===== src/rtl/ramfile_wr.sv =====
// ramfile_wr: consumer end of the DBUS. Accepted writes are posted into a
// 2-entry FIFO and drained into the single-port ramfile RAM whenever the
// port is free. Reads take exactly one cycle. A read is served from the
// newest matching buffered entry when there is one, and from the RAM
// otherwise, so a read never returns stale ramfile data.
module ramfile_wr #(
  parameter int ADDR_WIDTH = 10,
  parameter int DATA_WIDTH = 36
) (
  input  logic                  clk,
  input  logic                  rst_n,
  input  logic                  wr_req,
  input  logic [ADDR_WIDTH-1:0] wr_addr,
  input  logic [0:DATA_WIDTH-1] dbus,
  output logic                  wr_rdy,
  input  logic                  rd_req,
  input  logic [ADDR_WIDTH-1:0] rd_addr,
  output logic                  rd_rdy,
  output logic [0:DATA_WIDTH-1] rd_data,
  output logic                  rd_valid,
  output logic [ADDR_WIDTH-1:0] ram_addr,
  output logic                  ram_we,
  output logic [0:DATA_WIDTH-1] ram_wdata,
  input  logic [0:DATA_WIDTH-1] ram_rdata
);

  // Write buffer storage (two slots) and its head pointer / occupancy.
  logic [ADDR_WIDTH-1:0] buf_addr_q [2];
  logic [ADDR_WIDTH-1:0] buf_addr_d [2];
  logic [0:DATA_WIDTH-1] buf_data_q [2];
  logic [0:DATA_WIDTH-1] buf_data_d [2];
  logic                  head_q, head_d;
  logic [1:0]            count_q, count_d;

  // Read pipeline: pending flag, forward-hit flag, forwarded word, held result.
  logic                  pend_q, pend_d;
  logic                  hit_q, hit_d;
  logic [0:DATA_WIDTH-1] fwd_q, fwd_d;
  logic [0:DATA_WIDTH-1] rd_data_q, rd_data_d;

  // Intermediate decode.
  logic                  full;
  logic                  drain_go;
  logic                  wr_acc;
  logic                  rd_acc;
  logic                  tail;
  logic                  newest;
  logic                  fwd_hit;
  logic [0:DATA_WIDTH-1] fwd_word;

  // Port arbitration, forwarding lookup and all next-state values.
  always_comb begin
    // NOTE: every signal written here gets a default first, so no path can
    // leave one unassigned and infer a latch.
    buf_addr_d = buf_addr_q;
    buf_data_d = buf_data_q;
    head_d     = head_q;
    count_d    = count_q;
    fwd_d      = fwd_q;
    fwd_hit    = 1'b0;
    fwd_word   = fwd_q;

    full   = (count_q == 2'd2);
    wr_rdy = ~full;
    rd_rdy = ~full;
    wr_acc = wr_req & ~full;
    rd_acc = rd_req & ~full;

    // A full buffer always drains; otherwise a pending read keeps the port.
    // Drains are suppressed while reset is asserted so that discarded
    // entries never reach the RAM.
    drain_go = rst_n & (full | ((count_q != 2'd0) & ~rd_req));

    // Slot that the next write lands in, and slot holding the newest entry.
    tail   = head_q ^ count_q[0];
    newest = head_q ^ full;

    // Newest matching entry wins. The write accepted this cycle is not yet
    // in the buffer, so it is invisible to this read.
    if ((count_q != 2'd0) && (buf_addr_q[newest] == rd_addr)) begin
      fwd_hit  = 1'b1;
      fwd_word = buf_data_q[newest];
    end else if (full && (buf_addr_q[head_q] == rd_addr)) begin
      fwd_hit  = 1'b1;
      fwd_word = buf_data_q[head_q];
    end

    if (wr_acc) begin
      buf_addr_d[tail] = wr_addr;
      buf_data_d[tail] = dbus;
    end
    if (drain_go) head_d = ~head_q;

    case ({wr_acc, drain_go})
      2'b10:   count_d = count_q + 2'd1;
      2'b01:   count_d = count_q - 2'd1;
      default: count_d = count_q;
    endcase

    pend_d = rd_acc;
    hit_d  = rd_acc & fwd_hit;
    if (rd_acc && fwd_hit) fwd_d = fwd_word;

    // Completed read: forwarded word or RAM word; otherwise hold last result.
    if (pend_q && rst_n) rd_data_d = hit_q ? fwd_q : ram_rdata;
    else                 rd_data_d = rd_data_q;

    rd_valid  = pend_q & rst_n;
    rd_data   = rd_data_d;
    ram_we    = drain_go;
    ram_addr  = drain_go ? buf_addr_q[head_q] : rd_addr;
    ram_wdata = buf_data_q[head_q];
  end

  // Control state with synchronous reset.
  always_ff @(posedge clk) begin
    // NOTE: sequential state uses non-blocking assignments so every flop
    // samples the pre-edge values regardless of statement order.
    if (!rst_n) begin
      head_q    <= 1'b0;
      count_q   <= 2'd0;
      pend_q    <= 1'b0;
      hit_q     <= 1'b0;
      rd_data_q <= '0;
    end else begin
      head_q    <= head_d;
      count_q   <= count_d;
      pend_q    <= pend_d;
      hit_q     <= hit_d;
      rd_data_q <= rd_data_d;
    end
  end

  // Buffer payload and forwarded word.
  always_ff @(posedge clk) begin
    // NOTE: payload storage is deliberately not reset; count_q and hit_q
    // qualify every use, so stale contents are never observed.
    buf_addr_q <= buf_addr_d;
    buf_data_q <= buf_data_d;
    fwd_q      <= fwd_d;
  end

endmodule

===== config.mk =====
export PLATFORM = sky130hd
export DESIGN_NAME = ramfile_wr
export DESIGN_NICKNAME = d
export VERILOG_FILES = /design/src/rtl/ramfile_wr.sv
export SDC_FILE = /design/constraint.sdc
export NUM_CORES = 1
export LEC_CHECK = 0
export CAP_MARGIN = 25
export CORE_MARGIN = 1
export CORE_UTILIZATION = 45
export DETAILED_ROUTE_END_ITERATION = 16
export PLACE_DENSITY = 0.72
export SYNTH_ARGS = -nofsm -noshare
export SYNTH_HDL_FRONTEND = slang
export SYNTH_SLANG_ARGS = --single-unit

===== constraint.sdc =====
create_clock -name clk -period 9.52 [get_ports clk]
set_input_delay 1.904 -clock clk [delete_from_list [all_inputs] [get_ports clk]]
set_output_delay 1.904 -clock clk [all_outputs]
set_load 0.05 [all_outputs]

==> results of run 1 <==
cell usage after synthesis (all sizes together) (4+ instances only):
cell and instances:
a22oi 36, mux2i 40, or3 5, and3 6, xnor2 5, a21oi 20, nand2 163, nor4bb 4
a21o 12, nand2b 85, or2 36, edfxtp 128, and2 38, dfxtp 41, inv 5, clkbuf 33
a31oi 4, buf 22, o21ai 46, a211oi 42
kinds of logic (layout without fill, tap and decap cells):
group,after synthesis,in the layout
xor gates and xnor gates,8,8
adders and majority gates,1,1
DFF,169,169
muxes,40,40
buffers and inverters,60,228
AOI/OAI and AO/OA,161,161
and+or+nand+nor,350,350
layer usage:
metal,GRT usage,vias up,routed length (um)
met1,0.321,2823,9770
li1,-,3104,-
met3,0.0445,11,1220
met2,0.299,186,8600
met4,0.0604,2,152
met5,0,-,11
power by group:
group          internal (mW)  leakage [nW]  total (mW)  switching, mW
clock                  0.385         0.295       0.686          0.302
combinational          0.517          2.08        1.47          0.954
sequential             0.988          1.52        1.07         0.0805
total                   1.89          3.90        3.23           1.34
how the worst max path moves through the flow:
stage / from / end / slack (ns) / depth (start not counted)
final: rst_n / rd_data[20] / 2.91 / 4
after global routing: rst_n / rd_data[20] / 2.70 / 4
after global placement: rst_n / rd_data[24] / 2.32 / 4
after floorplan: rd_req / ram_addr[9] / 3.75 / 5
after detailed placement: rst_n / rd_data[20] / 2.15 / 4
after CTS: rst_n / rd_data[20] / 2.09 / 4
state kept, by name, summed over array words and instances, names as in the netlist:
name / flops
pend_q: 1
buf_data_q: 72
fwd_q: 36
buf_addr_q: 20
count_q: 2
hit_q: 1
rd_data_q: 36
head_q: 1
metrics by stage:
stage | std cells | total power [mW] | hold WS (ns) | util
final | 1186 | 3.23 | 0.586 | 0.604
after CTS | 1183 | 3.24 | 0.582 | 0.600
after detailed placement | 1151 | 2.55 | 0.562 | 0.567
after floorplan | 789 | 2.09 | 0.495 | -
after global placement | 1150 | 2.53 | 0.559 | 0.566
after global routing | 1186 | 3.40 | 0.615 | 0.604
final cells by class:
| type | count | area share |
|---|---|---|
| Clock buffer | 19 | 0.0419 |
| Sequential cell | 169 | 0.429 |
| Multi-Input combinational cell | 560 | 0.309 |
| Clock inverter | 13 | 0.0123 |
| Inverter | 5 | 0.00172 |
| Timing Repair Buffer | 191 | 0.179 |
| Tap cell | 229 | 0.0263 |
critical path: stages:
cell	delay, ns
clkdlybuf4s50_1	0.70
nand2_2	0.68
o21ai_0	0.52
clkdlybuf4s50_1	0.87
==> impl_metrics.csv, run 1 <==
group,metric,value,unit
timing,final.setup.tns,0,ns
logic_synthesis,synth.avg_cell_area,10.5,um2
logic_synthesis,synth_top_family_by_area,"simple AND/OR/NAND/NOR gates",
logic_synthesis,yosys_warnings,0,
timing,timing.fmax,151,MHz
placed_design,place_congestion,0.840,
global_routing,grt_overflow_total,0,
floorplan,chipWidth,138,um
power_and_ir_drop,p_leak,3.90,nW
timing,slew_violations,0,
logic_synthesis,synthMuxAreaShare,0.0483,
finish,final_nets,1041,
worst_setup_path,worstSetupPathType,"primary input to output port",
global_routing,grt_pass1_vias,5423,
logic_synthesis,ys_top_cells_by_area,"edfxtp_1 46%, dfxtp_1 9.9%, nand2_1 7.4%",
logic_synthesis,synth-simple-area-share,0.219,
timing,setup_viol,0,
finish,fillers,1536,
global_routing,antenna_found_initial,1,
drt,vias,6126,
drt,detail_route.first_pass.iterations,5,
timing,tightestPinTransition,1.05,ns
placed_design,dpl-instance-area,10200,um2
drt,drt_iter0_drc,431,
logic_synthesis,synth.distinct_cells,38,
timing,postLayoutSetupSlackWorst,2.91,ns
worst_setup_path,arrival,4.70,ns
logic_synthesis,synth-compound-area-share,0.126,
floorplan,core,18000,um2
clock_network,clk_latency,0.42,ns
clock_network,root_buffer,"clkbuf_16",
status,run_status,"completed",
logic_synthesis,netlist_area,8290,um2
timing,worst_clock_skew,0.0124,ns
worst_setup_path,end_kind,"output port",
finish,multi_input_area,3360,um2
worst_hold_path,hold_start,"rd_data_q[22]",
logic_synthesis,synth_edf_count,128,
clock_network,cts_max_level,4,
timing,relSlewSlack,0.296,
finish,layout_commonest_cell,"clkdlybuf4s50_1",
placed_design,dp_hpwl,13300,um
drt,ant_nets,0,
worst_setup_path,critical_path_required,7.62,ns
clock_network,hold_buffers,0,
finish,register_area,4670,um2
placed_design,detailedPlace.worstSlack,2.15,ns
drt,wire_per_inst,16.7,um
drt,remaining_drc_errors,0,
worst_setup_path,r2r_end,"fwd_q[30]",
logic_synthesis,synthXorXnorAreaFrac,0.00845,
job,cap_violations,0,
power_and_ir_drop,peakVddDrop,0.243,mV
worst_setup_path,rrSetupSlack,5.92,ns
clock_network,cts_buffer_depth,2,
finish,syn_to_final_growth,31.3,%
logic_synthesis,synth_fa_ha_area_frac,0.00151,
clock_network,cts_resized,0,
logic_synthesis,synth_ff_type,"edfxtp_1",
finish,final_cell_mix,"181 x clkdlybuf4s50_1, 162 x nand2_1, 128 x edfxtp_1, 85 x nand2b_1, 46 x o21ai_0",
drt,viasPerCell,5.17,
power_and_ir_drop,power_density,297,nW/um2
logic_synthesis,syn-instance-count,789,
worst_setup_path,cp_max_fo,73,
timing,hold_viol,0,
floorplan,start_util,0.460,
logic_synthesis,async_reset_ff_frac,0,
floorplan,die_height,138,um
clock_network,cts_inserted_buffers,17,
placed_design,numPortBuffers,181,
clock_network,cts_sinks,169,
finish,fin_area,10900,um2
logic_synthesis,netlist.area_leader.share,0.464,
logic_synthesis,ys_ff_latch,169,
worst_hold_path,min_path_cells,3,
global_routing,grt_use_total,0.211,
floorplan,die-area,19000,um2
logic_synthesis,synth_seq_area_share,0.563,
clock_network,cts_tree,"done",
worst_setup_path,start_kind,"primary input",
clock_network,path_clk_slew,0.07,ns
timing,post-route-period-util,0.694,
global_routing,grt_pass1_wl,29600,um
timing,rsz0062_at_grt,"false",
timing,fin_crit,6.61,ns
clock_network,cts_setup_buffers,0,
worst_hold_path,hold_path_end,"rd_data_q[22]",
logic_synthesis,synth_largest_area_cell,"edfxtp_1",
floorplan,ios,182,
worst_hold_path,min_path_type,"flop to flop",
finish,diodes,0,
worst_setup_path,r2r_start,"count_q[0]",
drt,finalWirelength,19800,um
floorplan,row_count,49,
worst_setup_path,ff2ff_path_depth,9,
finish,drive_above_1_share,0.0564,
logic_synthesis,syn-num-nets,886,
global_routing,grt_max_degree,150,
Note: power is estimated with default switching activity, not from simulation.
==> run 2, diff against run 1 <==
--- a/config.mk
+++ b/config.mk
@@ -9,7 +9,7 @@
 export CORE_MARGIN = 1
 export CORE_UTILIZATION = 45
 export DETAILED_ROUTE_END_ITERATION = 16
-export PLACE_DENSITY = 0.72
+export PLACE_DENSITY = 0.75
 export SYNTH_ARGS = -nofsm -noshare
 export SYNTH_HDL_FRONTEND = slang
 export SYNTH_SLANG_ARGS = --single-unit
==> constraint.sdc (replaced) <==
create_clock -name clk -period 5.5 [get_ports clk]
set_input_delay 1.1 -clock clk [delete_from_list [all_inputs] [get_ports clk]]
set_output_delay 1.1 -clock clk [all_outputs]
set_load 0.05 [all_outputs]
==> impl_metrics.csv, run 2 (synthesis results as in run 1) <==
group,metric,value,unit
job,cap_violations,0,
placed_design,numPortBuffers,181,
status,run_status,"completed",
floorplan,die-area,19000,um2
clock_network,hold_buffers,0,
worst_setup_path,arrival,3.45,ns
finish,fin_area,10800,um2
drt,wire_per_inst,16.6,um
drt,routed.top_layer,"met5",
drt,drt_iter0_drc,382,
drt,remaining_drc_errors,0,
finish,layout_commonest_cell,"clkdlybuf4s50_1",
worst_setup_path,r2r_start,"head_q",
worst_setup_path,end_kind,"output port",
timing,worst_clock_skew,0.00720,ns
clock_network,cts_sinks,169,
global_routing,grt_pass1_wl,30200,um
worst_setup_path,worstSetupPathType,"primary input to output port",
global_routing,grt_overflow_total,0,
power_and_ir_drop,power_density,514,nW/um2
timing,timing.fmax,220,MHz
worst_setup_path,worst_path_dominant_cell_family,"buffers and inverters",
timing,final.setup.tns,0,ns
clock_network,cts_tree,"done",
drt,vias,6135,
floorplan,start_util,0.460,
worst_setup_path,crit_path_max_incr_delay,0.84,ns
global_routing,antenna_found_initial,2,
finish,final_nets,1042,
worst_setup_path,slowest_stage,"clkdlybuf4s50_1",
placed_design,place_congestion,0.844,
floorplan,ios,182,
worst_hold_path,hold_start,"rd_data_q[5]",
drt,ant_nets,0,
global_routing,grt_use_total,0.215,
timing,slew_violations,0,
timing,post-route-period-util,0.828,
floorplan,core,18000,um2
finish,final_cell_mix,"181 x clkdlybuf4s50_1, 162 x nand2_1, 128 x edfxtp_1, 85 x nand2b_1, 46 x o21ai_0",
worst_setup_path,crit_chain,"clkdlybuf4s50_1 > o21ai_0 > nand2_1 > a21o_1 > o21ai_0 > clkdlybuf4s50_1",
global_routing,grt_max_degree,114,
clock_network,root_buffer,"clkbuf_16",
worst_setup_path,cp_max_fo,20,
drt,detail_route.first_pass.iterations,5,
finish,regMostFlops,"buf_data_q",
power_and_ir_drop,peakVddDrop,0.360,mV
finish,largestRegisters,"buf_data_q: 72 flops, fwd_q: 36 flops, rd_data_q: 36 flops",
timing,tightestPinTransition,0.966,ns
timing,setup_viol,0,
placed_design,dpl-instance-area,10300,um2
timing,relSlewSlack,0.356,
finish,largest_register_ff_count,72,
timing,rsz0062_at_grt,"false",
drt,viasPerCell,5.16,
floorplan,die_height,138,um
floorplan,chipWidth,138,um
power_and_ir_drop,p_leak,3.87,nW
timing,hold_viol,0,
clock_network,clk_latency,0.43,ns
clock_network,cts_buffer_depth,2,
worst_setup_path,critPathLaunch,"rd_req",
floorplan,row_count,49,
finish,syn_to_final_growth,30.8,%
placed_design,dp_hpwl,13500,um
clock_network,cts_resized,0,
clock_network,path_clk_slew,0.07,ns
worst_hold_path,min_path_type,"flop to flop",
timing,fin_crit,4.55,ns
drt,wl_met2,8910,um
global_routing,grt_pass1_vias,5672,
worst_setup_path,start_kind,"primary input",
worst_setup_path,crit_buf_inv,2,
drt,wl_met1,9290,um
worst_setup_path,critical_path_required,4.40,ns
drt,finalWirelength,19800,um
drt,met3_length,1220,um
finish,drive_above_1_share,0.0564,
clock_network,cts_setup_buffers,0,
clock_network,cts_inserted_buffers,17,
clock_network,cts_max_level,4,
power_and_ir_drop,finalPower,5.57,mW
[run 2: changes by cell type in the layout (fill, tap and decap cells not counted), sizes merged]
| cell | before | now |
|---|---|---|
| diode | 0 | 1 |
| clkinvlp | 0 | 1 |
| inv | 11 | 14 |
| clkinv | 6 | 2 |
| buf | 10 | 11 |
[run 2: stage by stage]
step	hold WS [ns]	setup WS (ns)	util	std cells
after floorplan	0.495	1.34	-	789
after global placement	0.554	1.09	0.568	1154
after detailed placement	0.564	0.965	0.570	1155
after CTS	0.584	0.956	0.602	1187
after global routing	0.613	0.741	0.602	1187
final	0.575	0.948	0.602	1188
[run 2: power breakdown]
group          internal [mW]  switching (mW)  total, mW
Sequential              1.71           0.182       1.89
Clock                  0.650           0.526       1.18
Combinational          0.897            1.61       2.51
Total                   3.26            2.32       5.57
[run 2: path summary, 6_finish.rpt]
check                       to  slack [ns]  depth (start not counted)
setup / recovery   ram_addr[9]        0.95                          6
setup reg to reg     fwd_q[31]        1.95                          7
hold reg to reg   rd_data_q[5]        0.57                          3
hold / removal    rd_data_q[5]        0.57                          3
[run 2: worst reg2reg max path, stage by stage (launching register included)]
cell      delay (ns)
dfxtp_4         0.96
nand2b_1        0.27
a21oi_1         0.09
or3_1           0.40
a211oi_1        0.21
nor3b_1         0.20
nand4_1         0.23
nor2_4          0.80
[run 2: metal layers]
metal,vias up,GRT usage
met2,164,0.324
li1,3105,-
met1,2841,0.302
met3,23,0.0408
met5,-,0
met4,2,0.0912
[run 2: layout make-up]
type / instances / area [um2]
inverters: 5 / 18.8
multi-input cells: 560 / 3360
fillers: 1469 / 7180
clock inverters: 13 / 134
well taps: 229 / 287
clock buffers: 19 / 443
diodes: 1 / 2.50
flip-flops and latches: 169 / 4670
repair buffers: 192 / 1930
==> run 3, diff against run 2 <==
--- a/config.mk
+++ b/config.mk
@@ -9,7 +9,7 @@
 export CORE_MARGIN = 1
 export CORE_UTILIZATION = 45
 export DETAILED_ROUTE_END_ITERATION = 16
-export PLACE_DENSITY = 0.75
+export PLACE_DENSITY = 0.72
 export SYNTH_ARGS = -nofsm -noshare
 export SYNTH_HDL_FRONTEND = slang
 export SYNTH_SLANG_ARGS = --single-unit
==> constraint.sdc (replaced) <==
create_clock -name clk -period 4.6 [get_ports clk]
set_input_delay 0.92 -clock clk [delete_from_list [all_inputs] [get_ports clk]]
set_output_delay 0.92 -clock clk [all_outputs]
set_load 0.05 [all_outputs]
==> impl_metrics.csv, run 3 (synthesis results as in run 1) <==
group,metric,value,unit
status,run_status,"completed",
finish,fin_cells,1189,
power_and_ir_drop,peakVddDrop,0.480,mV
worst_setup_path,slowest_stage,"dfxtp_1",
drt,drt_iter0_drc,419,
worst_setup_path,r2r_end,"fwd_q[6]",
worst_setup_path,end_kind,"output port",
global_routing,grt_overflow_total,0,
drt,wire_per_inst,16.7,um
worst_setup_path,crit_chain,"and2b_4 > inv_2 > o21ai_0 > nand2_1 > inv_1 > o21ai_0 > buf_12",
worst_hold_path,min_path_cells,3,
worst_setup_path,start_kind,"flop",
placed_design,place_congestion,0.855,
power_and_ir_drop,power_density,619,nW/um2
timing,setup_viol,0,
finish,layout_commonest_cell,"nand2_1",
timing,worst_clock_skew,0.00838,ns
worst_setup_path,ff2ff_path_depth,9,
clock_network,cts_buffer_depth,2,
clock_network,cts_inserted_buffers,17,
placed_design,dpl-instance-area,10300,um2
global_routing,grt_max_degree,150,
timing,fin_crit,3.97,ns
power_and_ir_drop,p_leak,4.06,nW
clock_network,clk_latency,0.42,ns
timing,post-route-period-util,0.863,
finish,diodes,0,
clock_network,root_buffer,"clkbuf_16",
finish,fillers,1523,
finish,syn_to_final_growth,32.7,%
floorplan,die-area,19000,um2
floorplan,ios,182,
worst_setup_path,arrival,3.05,ns
worst_hold_path,min_path_type,"flop to flop",
global_routing,grt_pass1_wl,29900,um
clock_network,path_clk_slew,0.07,ns
drt,finalWirelength,19900,um
timing,tightestPinTransition,0.708,ns
worst_hold_path,hold_start,"rd_data_q[5]",
worst_setup_path,cp_max_fo,20,
clock_network,hold_buffers,0,
timing,slew_violations,0,
floorplan,row_count,49,
worst_hold_path,hold_path_end,"rd_data_q[5]",
timing,timing.fmax,252,MHz
clock_network,cts_tree,"done",
timing,final.setup.tns,0,ns
timing,hold_viol,0,
worst_setup_path,worstSetupPathType,"flop to output port",
clock_network,cts_sinks,169,
drt,remaining_drc_errors,0,
worst_setup_path,rrSetupSlack,1.28,ns
clock_network,cts_resized,0,
worst_setup_path,cp_common_cell,"o21ai_0",
drt,viasPerCell,5.20,
finish,drive_above_1_share,0.107,
job,cap_violations,0,
finish,regMostFlops,"buf_data_q",
finish,largestRegisters,"buf_data_q: 72 flops, fwd_q: 36 flops, rd_data_q: 36 flops",
worst_setup_path,crit_path_max_incr_delay,0.60,ns
placed_design,numPortBuffers,181,
worst_setup_path,crit_buf_inv,3,
timing,rsz0062_at_grt,"false",
drt,detail_route.first_pass.iterations,5,
timing,relSlewSlack,0.528,
worst_setup_path,critPathLaunch,"count_q[0]",
floorplan,start_util,0.460,
floorplan,die_height,138,um
worst_setup_path,worst_path_dominant_cell_family,"simple AND/OR/NAND/NOR gates",
floorplan,chipWidth,138,um
worst_setup_path,critical_path_required,3.68,ns
finish,final_cell_mix,"162 x nand2_1, 134 x clkdlybuf4s50_1, 128 x edfxtp_1, 85 x nand2b_1, 46 x o21ai_0",
drt,vias,6184,
finish,final_nets,1044,
global_routing,grt_use_total,0.213,
placed_design,dp_hpwl,13600,um
clock_network,cts_max_level,4,
finish,fin_area,11000,um2
placed_design,dp_cells,1156,
clock_network,cts_setup_buffers,0,
drt,ant_nets,0,
finish,largest_register_ff_count,72,
worst_setup_path,r2r_start,"count_q[0]",
timing,postLayoutSetupSlackWorst,0.632,ns
global_routing,antenna_found_initial,1,
floorplan,core,18000,um2
power_and_ir_drop,finalPower,6.81,mW
global_routing,grt_pass1_vias,5660,
placed_design,detailedPlace.worstSlack,0.885,ns
==> run 3: power by group <==
group          internal [mW]  switching (mW)
Clock                  0.922           0.587
Combinational           1.12            1.98
Sequential              2.04           0.167
Total                   4.08            2.73
==> run 3: cell type report <==
class,count,area (um2),share of cell area
clock buffers,25,571,0.0519
repair buffers,194,2020,0.183
multi-input cells,560,3360,0.306
well taps,229,287,0.0261
clock inverters,7,71.3,0.00648
flip-flops and latches,169,4670,0.425
inverters,5,18.8,0.00171
==> run 3: tightest hold or removal path, cell delays in order, from the launching register on <==
cell,delay [ns]
dfxtp_1,0.31
nand2_1,0.04
o21ai_0,0.08
and2_1,0.13
==> run 3: routing by layer <==
layer	wire, um	track usage
met3	1250	0.0541
met4	273	0.0628
met5	11	0
met2	8800	0.317
met1	9520	0.305
==> run 3: worst max-delay path by stage <==
stage                        to  slack [ns]  depth (start not counted)
global placement    ram_addr[9]        0.95                          5
CTS                 ram_addr[9]        0.58                          7
finish              ram_addr[9]        0.63                          7
floorplan           ram_addr[9]        0.71                          8
global route        ram_addr[9]        0.28                          7
detailed placement  ram_addr[9]        0.88                          6
==> run 3: through the flow <==
stage          hold slack (ns)  utilization
4_1_cts                  0.581        0.609
6_report                 0.581        0.610
5_1_grt                  0.615        0.610
2_1_floorplan            0.495            -
3_5_place_dp             0.562        0.573
3_3_place_gp             0.560        0.573
